--- src/rtl/if_fetch_ctrl.sv ---
// Instruction-fetch controller: owns the fetch PC, drives the imem request/ack
// handshake and presents one instruction at a time to IF/ID via a one-entry skid.
module if_fetch_ctrl #(
    parameter logic [31:0] RESET_PC = 32'h00000000
) (
    input  logic        clk,
    input  logic        rst,
    input  logic        stall,
    input  logic        flush,
    input  logic [31:0] new_pc,
    input  logic        branch_flag,
    input  logic [31:0] branch_target,
    output logic        mem_req,
    output logic [31:0] mem_addr,
    input  logic        mem_ack,
    input  logic [31:0] mem_rdata,
    output logic        ce,
    output logic [31:0] pc,
    output logic        inst_valid,
    output logic [31:0] inst_pc,
    output logic [31:0] inst
);

    typedef enum logic [1:0] {IDLE, FETCH, HOLD, DISCARD} state_t;

    state_t      state, state_nx;
    logic [31:0] skid, skid_pc;
    logic [31:0] pc_nx, mem_addr_nx, inst_pc_nx, inst_nx, skid_nx, skid_pc_nx;
    logic        mem_req_nx, inst_valid_nx, ce_nx;
    logic        redir, slot_free;
    logic [31:0] tgt, pc_inc;

    function automatic logic [31:0] align_word(input logic [31:0] a);
        return a & ~32'd3;
    endfunction

    // flush outranks branch; a simultaneous branch is ignored entirely
    assign redir     = flush | branch_flag;
    assign tgt       = align_word(flush ? new_pc : branch_target);
    assign slot_free = !inst_valid || !stall;
    assign pc_inc    = pc + 32'd4;

    always_ff @(posedge clk) begin
        if (rst) state <= IDLE;
        else     state <= state_nx;
    end

    always_comb begin
        state_nx = state;
        case (state)
            IDLE:    state_nx = FETCH;
            FETCH: begin
                if (redir)
                    state_nx = mem_ack ? FETCH : DISCARD;
                else if (mem_ack && !slot_free)
                    state_nx = HOLD;
            end
            HOLD:    if (redir || !stall) state_nx = FETCH;
            DISCARD: if (mem_ack) state_nx = FETCH;
            default: state_nx = IDLE;
        endcase
    end

    always_comb begin
        pc_nx         = pc;
        mem_req_nx    = mem_req;
        mem_addr_nx   = mem_addr;
        inst_valid_nx = inst_valid;
        inst_pc_nx    = inst_pc;
        inst_nx       = inst;
        skid_nx       = skid;
        skid_pc_nx    = skid_pc;
        ce_nx         = (state_nx != IDLE);
        case (state)
            IDLE: begin
                mem_req_nx  = 1'b1;
                pc_nx       = redir ? tgt : pc;
                mem_addr_nx = redir ? tgt : pc;
            end
            FETCH: begin
                if (redir) begin
                    // an unacked request cannot be withdrawn, so mem_addr holds
                    inst_valid_nx = 1'b0;
                    pc_nx         = tgt;
                    if (mem_ack) mem_addr_nx = tgt;
                end else if (mem_ack && slot_free) begin
                    inst_valid_nx = 1'b1;
                    inst_nx       = mem_rdata;
                    inst_pc_nx    = mem_addr;
                    pc_nx         = pc_inc;
                    mem_addr_nx   = pc_inc;
                end else if (mem_ack) begin
                    skid_nx    = mem_rdata;
                    skid_pc_nx = mem_addr;
                    pc_nx      = pc_inc;
                    mem_req_nx = 1'b0;
                end else if (!stall) begin
                    inst_valid_nx = 1'b0;
                end
            end
            HOLD: begin
                if (redir) begin
                    inst_valid_nx = 1'b0;
                    pc_nx         = tgt;
                    mem_req_nx    = 1'b1;
                    mem_addr_nx   = tgt;
                end else if (!stall) begin
                    inst_valid_nx = 1'b1;
                    inst_nx       = skid;
                    inst_pc_nx    = skid_pc;
                    mem_req_nx    = 1'b1;
                    mem_addr_nx   = pc;
                end
            end
            DISCARD: begin
                inst_valid_nx = 1'b0;
                if (redir) pc_nx = tgt;
                if (mem_ack) mem_addr_nx = redir ? tgt : pc;
            end
            default: ;
        endcase
    end

    always_ff @(posedge clk) begin
        if (rst) begin
            ce         <= 1'b0;
            pc         <= RESET_PC;
            mem_req    <= 1'b0;
            mem_addr   <= RESET_PC;
            inst_valid <= 1'b0;
            inst_pc    <= 32'd0;
            inst       <= 32'd0;
            skid       <= 32'd0;
            skid_pc    <= 32'd0;
        end else begin
            ce         <= ce_nx;
            pc         <= pc_nx;
            mem_req    <= mem_req_nx;
            mem_addr   <= mem_addr_nx;
            inst_valid <= inst_valid_nx;
            inst_pc    <= inst_pc_nx;
            inst       <= inst_nx;
            skid       <= skid_nx;
            skid_pc    <= skid_pc_nx;
        end
    end

endmodule

--- config.mk ---
export PLATFORM = sky130hd
export DESIGN_NAME = if_fetch_ctrl
export DESIGN_NICKNAME = d
export VERILOG_FILES = /design/src/rtl/if_fetch_ctrl.sv
export SDC_FILE = /design/constraint.sdc
export NUM_CORES = 1
export LEC_CHECK = 0
export ABC_CLOCK_PERIOD_IN_PS = 2210
export BUFFER_PORTS_ARGS = -buffer_cell sky130_fd_sc_hd__buf_4
export CAP_MARGIN = 25
export CORE_MARGIN = 10
export CORE_UTILIZATION = 40
export DETAILED_ROUTE_END_ITERATION = 16
export GPL_ROUTABILITY_DRIVEN = 0
export GPL_TIMING_DRIVEN = 0
export PLACE_DENSITY = 0.77
export SLEW_MARGIN = 20
export SYNTH_ARGS = -nofsm -noshare
export SYNTH_HDL_FRONTEND = slang
export SYNTH_SLANG_ARGS = --single-unit
--- constraint.sdc ---
create_clock -name clk -period 2.21 [get_ports clk]
set_input_delay 0.221 -clock clk [delete_from_list [all_inputs] [get_ports clk]]
set_output_delay 0.221 -clock clk [all_outputs]
set_load 0.02 [all_outputs]
==> impl_metrics.yaml <==
outcome:
  status: "finished, violations left"
  violations: "negative setup slack"
yosys:
  yosys.area_share.adder_pct: 0.1451
  synth.top_cell.area_share_pct: 45.75
  syn_avg_cell_area_um2: 8.140
  ys_top_cells_by_area: "dfxtp_1 (46%), mux2i_1 (8.0%), nand2_1 (7.7%)"
  synthTopCellsByCount: "dfxtp_1 (197), nand2_1 (176), nor2_1 (144)"
  synth_area_leader_cell: "dfxtp_1"
  ys_async_sr_fraction_pct: 0
  yosysWarnings: 0
  netlist_area_mm2: 0.008621
  synth_compound_area_share_pct: 18.88
  synth_edf_count: 0
  synth_flop_cell: "dfxtp_1"
  synth_nets: 1162
  synth_top_family_by_area: "simple AND/OR/NAND/NOR gates"
  synthCells: 1059
  ys_ff_latch: 197
  synth_cell_types: 52
  synthMuxAreaShare_pct: 8.403
  ys_seq_area_share_pct: 45.75
  synth.most_common_cell: "dfxtp_1"
  synth_xor_area_share_pct: 2.134
  synthSimpleGateAreaFrac_pct: 20.12
setup_path:
  crit_fanout: 8
  worst_setup_path_start_kind: "flop"
  critPathKind: "reg2reg"
  crit_arrival_ns: 2.69
  crit_path_end_kind: "flop"
  required_ns: 2.56
hold_path:
  worstHoldPathType: "in2reg"
drt:
  wl_per_cell_um: 19.54
  drc: 0
  via_count: 8880
  drtIter0Drc: 898
  viasPerCell: 5.547
  drt_pass1_iterations: 5
  antenna_left: 0
  drt-total-wl_mm: 31.28
timing:
  worst_pin_slew_ns: 0.8246
  skew_ns: 0.01035
  slew_violations: 0
  finalCritPeriodShare_pct: 105.9
  period_minus_slack_ns: 2.340
  rsz0062_at_grt: "yes"
  slew_headroom_pct: 45.02
  fmax_mhz: 427.4
  final-hold-violation-count: 0
  layout_setup_ws_ns: -0.1296
  timing.hold.ws_ns: 0.03983
  setup_viol: 15
clock_tree:
  root_buffer: "clkbuf_16"
  htree_num_levels: 4
  insertion_delay_ns: 0.43
  clk_pin_slew_ns: 0.07
  cts_tree: "yes"
  cts_made_buffers: 17
  cts_buffer_depth: 2
  cts.sinks: 197
  cts.hold.buffers_added: 0
grt:
  antenna_found_initial: 0
  grt_pass1_vias: 8440
  grt_first_pass_wirelength_mm: 47.56
  grt_max_degree: 17
  grt-ovfl-total: 0
  gr-usage-all-layers_pct: 21.07
floorplan:
  row_count: 53
  start_util_pct: 40.88
  coreArea_mm2: 0.02109
  die_height_um: 166.8
  io_pins: 233
  fp.dieW_um: 166.8
  dieArea_mm2: 0.02782
power_and_ir_drop:
  ir_worst_vdd_uv: 362.3
  p_per_area_mw_per_mm2: 698.9
  leakage_uw: 0.004983
cells_and_area:
  drive_above_1_share_pct: 27.75
  areaGrowthSynthToFinish_pct: 35.82
  instances_no_fill: 1601
  fin_nets: 1416
  n_antenna_cell: 0
placed_design:
  dp_hpwl_mm: 23.27
  portBuffers: 223
  placed_cells: 1557
run:
  max_cap_viol_count: 0
[final cells by class]
cell class	instances	area [µm²]
timing repair buffer	238	1810
multi-input combinational	762	4574
inverter	9	33.78
buffer	88	394.1
sequential	197	3984
fill	1968	9379
clock buffer	23	478.0
tap	275	344.1
clock inverter	9	90.09
[final timing paths]
path	from	to	slack (ns)	cells after the start
worst max-delay path	pc[2]$_SDFFE_PP0P_	pc[25]$_SDFFE_PP0P_	-0.13	7
worst min-delay path	mem_rdata[17]	skid[17]$_SDFFE_PP0P_	0.04	3
worst max register to register	pc[2]$_SDFFE_PP0P_	pc[25]$_SDFFE_PP0P_	-0.13	7
worst min register to register	skid[26]$_SDFFE_PP0P_	skid[26]$_SDFFE_PP0P_	0.45	2
[cell usage in the layout (no fill, tap or decap), types with 3 or more instances in the layout]
master	instances
buf_4	238
dfxtp_1	179
nand2_1	176
nor2_1	142
a21oi_1	93
a211oi_1	78
mux2i_1	69
clkbuf_1	59
o21ai_0	43
nor3_1	21
clkbuf_2	19
clkbuf_16	17
nand3_1	12
xnor2_1	11
dfxtp_2	11
nand4_1	10
xor2_1	10
inv_1	9
a31oi_1	7
dfxtp_4	7
and3_1	6
buf_2	5
a221oi_1	5
a211oi_2	5
or4_4	4
a21oi_2	4
nor3_2	4
o31a_1	4
inv_6	4
a221oi_2	3
nand3_2	3
mux2_2	3
clkbuf_8	3
[sequential cells by signal (all words and copies together), names as in the netlist]
name        cells
skid           32
inst_pc        32
ce              1
state           2
inst_valid      1
pc             32
mem_addr       32
inst           32
skid_pc        32
mem_req         1
[critical path: stages, from the launching register on]
cell	delay (ns)
dfxtp_4	0.37
buf_4	0.16
nand4_1	0.16
or4_4	0.66
or4_4	0.46
a21oi_4	0.16
a211oi_4	0.08
a211oi_2	0.21
[metrics by stage]
| step | instance area, µm² | total power, µW | util (%) | TNS, ns | worst slack [ns] |
|---|---|---|---|---|---|
| 6_report | 11710 | 8183 | 55.52 | -0.6391 | -0.1296 |
| 4_1_cts | 11430 | 8139 | 54.18 | -0.02439 | -0.02439 |
| 5_1_grt | 11710 | 8450 | 55.52 | -2.089 | -0.2069 |
| 2_1_floorplan | 8637 | 4530 | - | -0.01782 | -0.01782 |
| 3_3_place_gp | 10660 | 5109 | 50.53 | -48.10 | -0.4377 |
| 3_5_place_dp | 10660 | 5128 | 50.53 | -53.16 | -0.4757 |
[where the power goes]
| group | total [µW] | internal (µW) | switching, µW |
|---|---|---|---|
| registers | 3870 | 3700 | 179 |
| clock network | 3040 | 1660 | 1380 |
| logic | 1260 | 527 | 738 |
[routing by layer]
layer / up-vias / global-route usage [%] / part of all wire, % / routed length (µm)
li1: 4210 / - / - / -
met1: 4150 / 25.52 / 41 / 12740
met2: 458 / 35.08 / 48 / 15000
met3: 62 / 5.578 / 8.4 / 2637
met4: 0 / 7.713 / 2.9 / 900
met5: - / 0 / 0 / 0
[timing repair]
action	in CTS	in global routing
setup endpoints to repair	150	166
gates cloned	1	0
gates resized for setup	50	60
setup buffers	6	9
pin swaps	6	21
[logic make-up (layout without fill, tap and decap cells)]
group | after synthesis | after routing
AOI/OAI and AO/OA | 262 | 262
muxes | 72 | 72
DFF | 197 | 197
buffers and inverters | 100 | 367
xor gates and xnor gates | 21 | 21
adders and majority gates | 1 | 1
and+or+nand+nor | 406 | 406
Note: power is estimated with default switching activity, not from simulation.
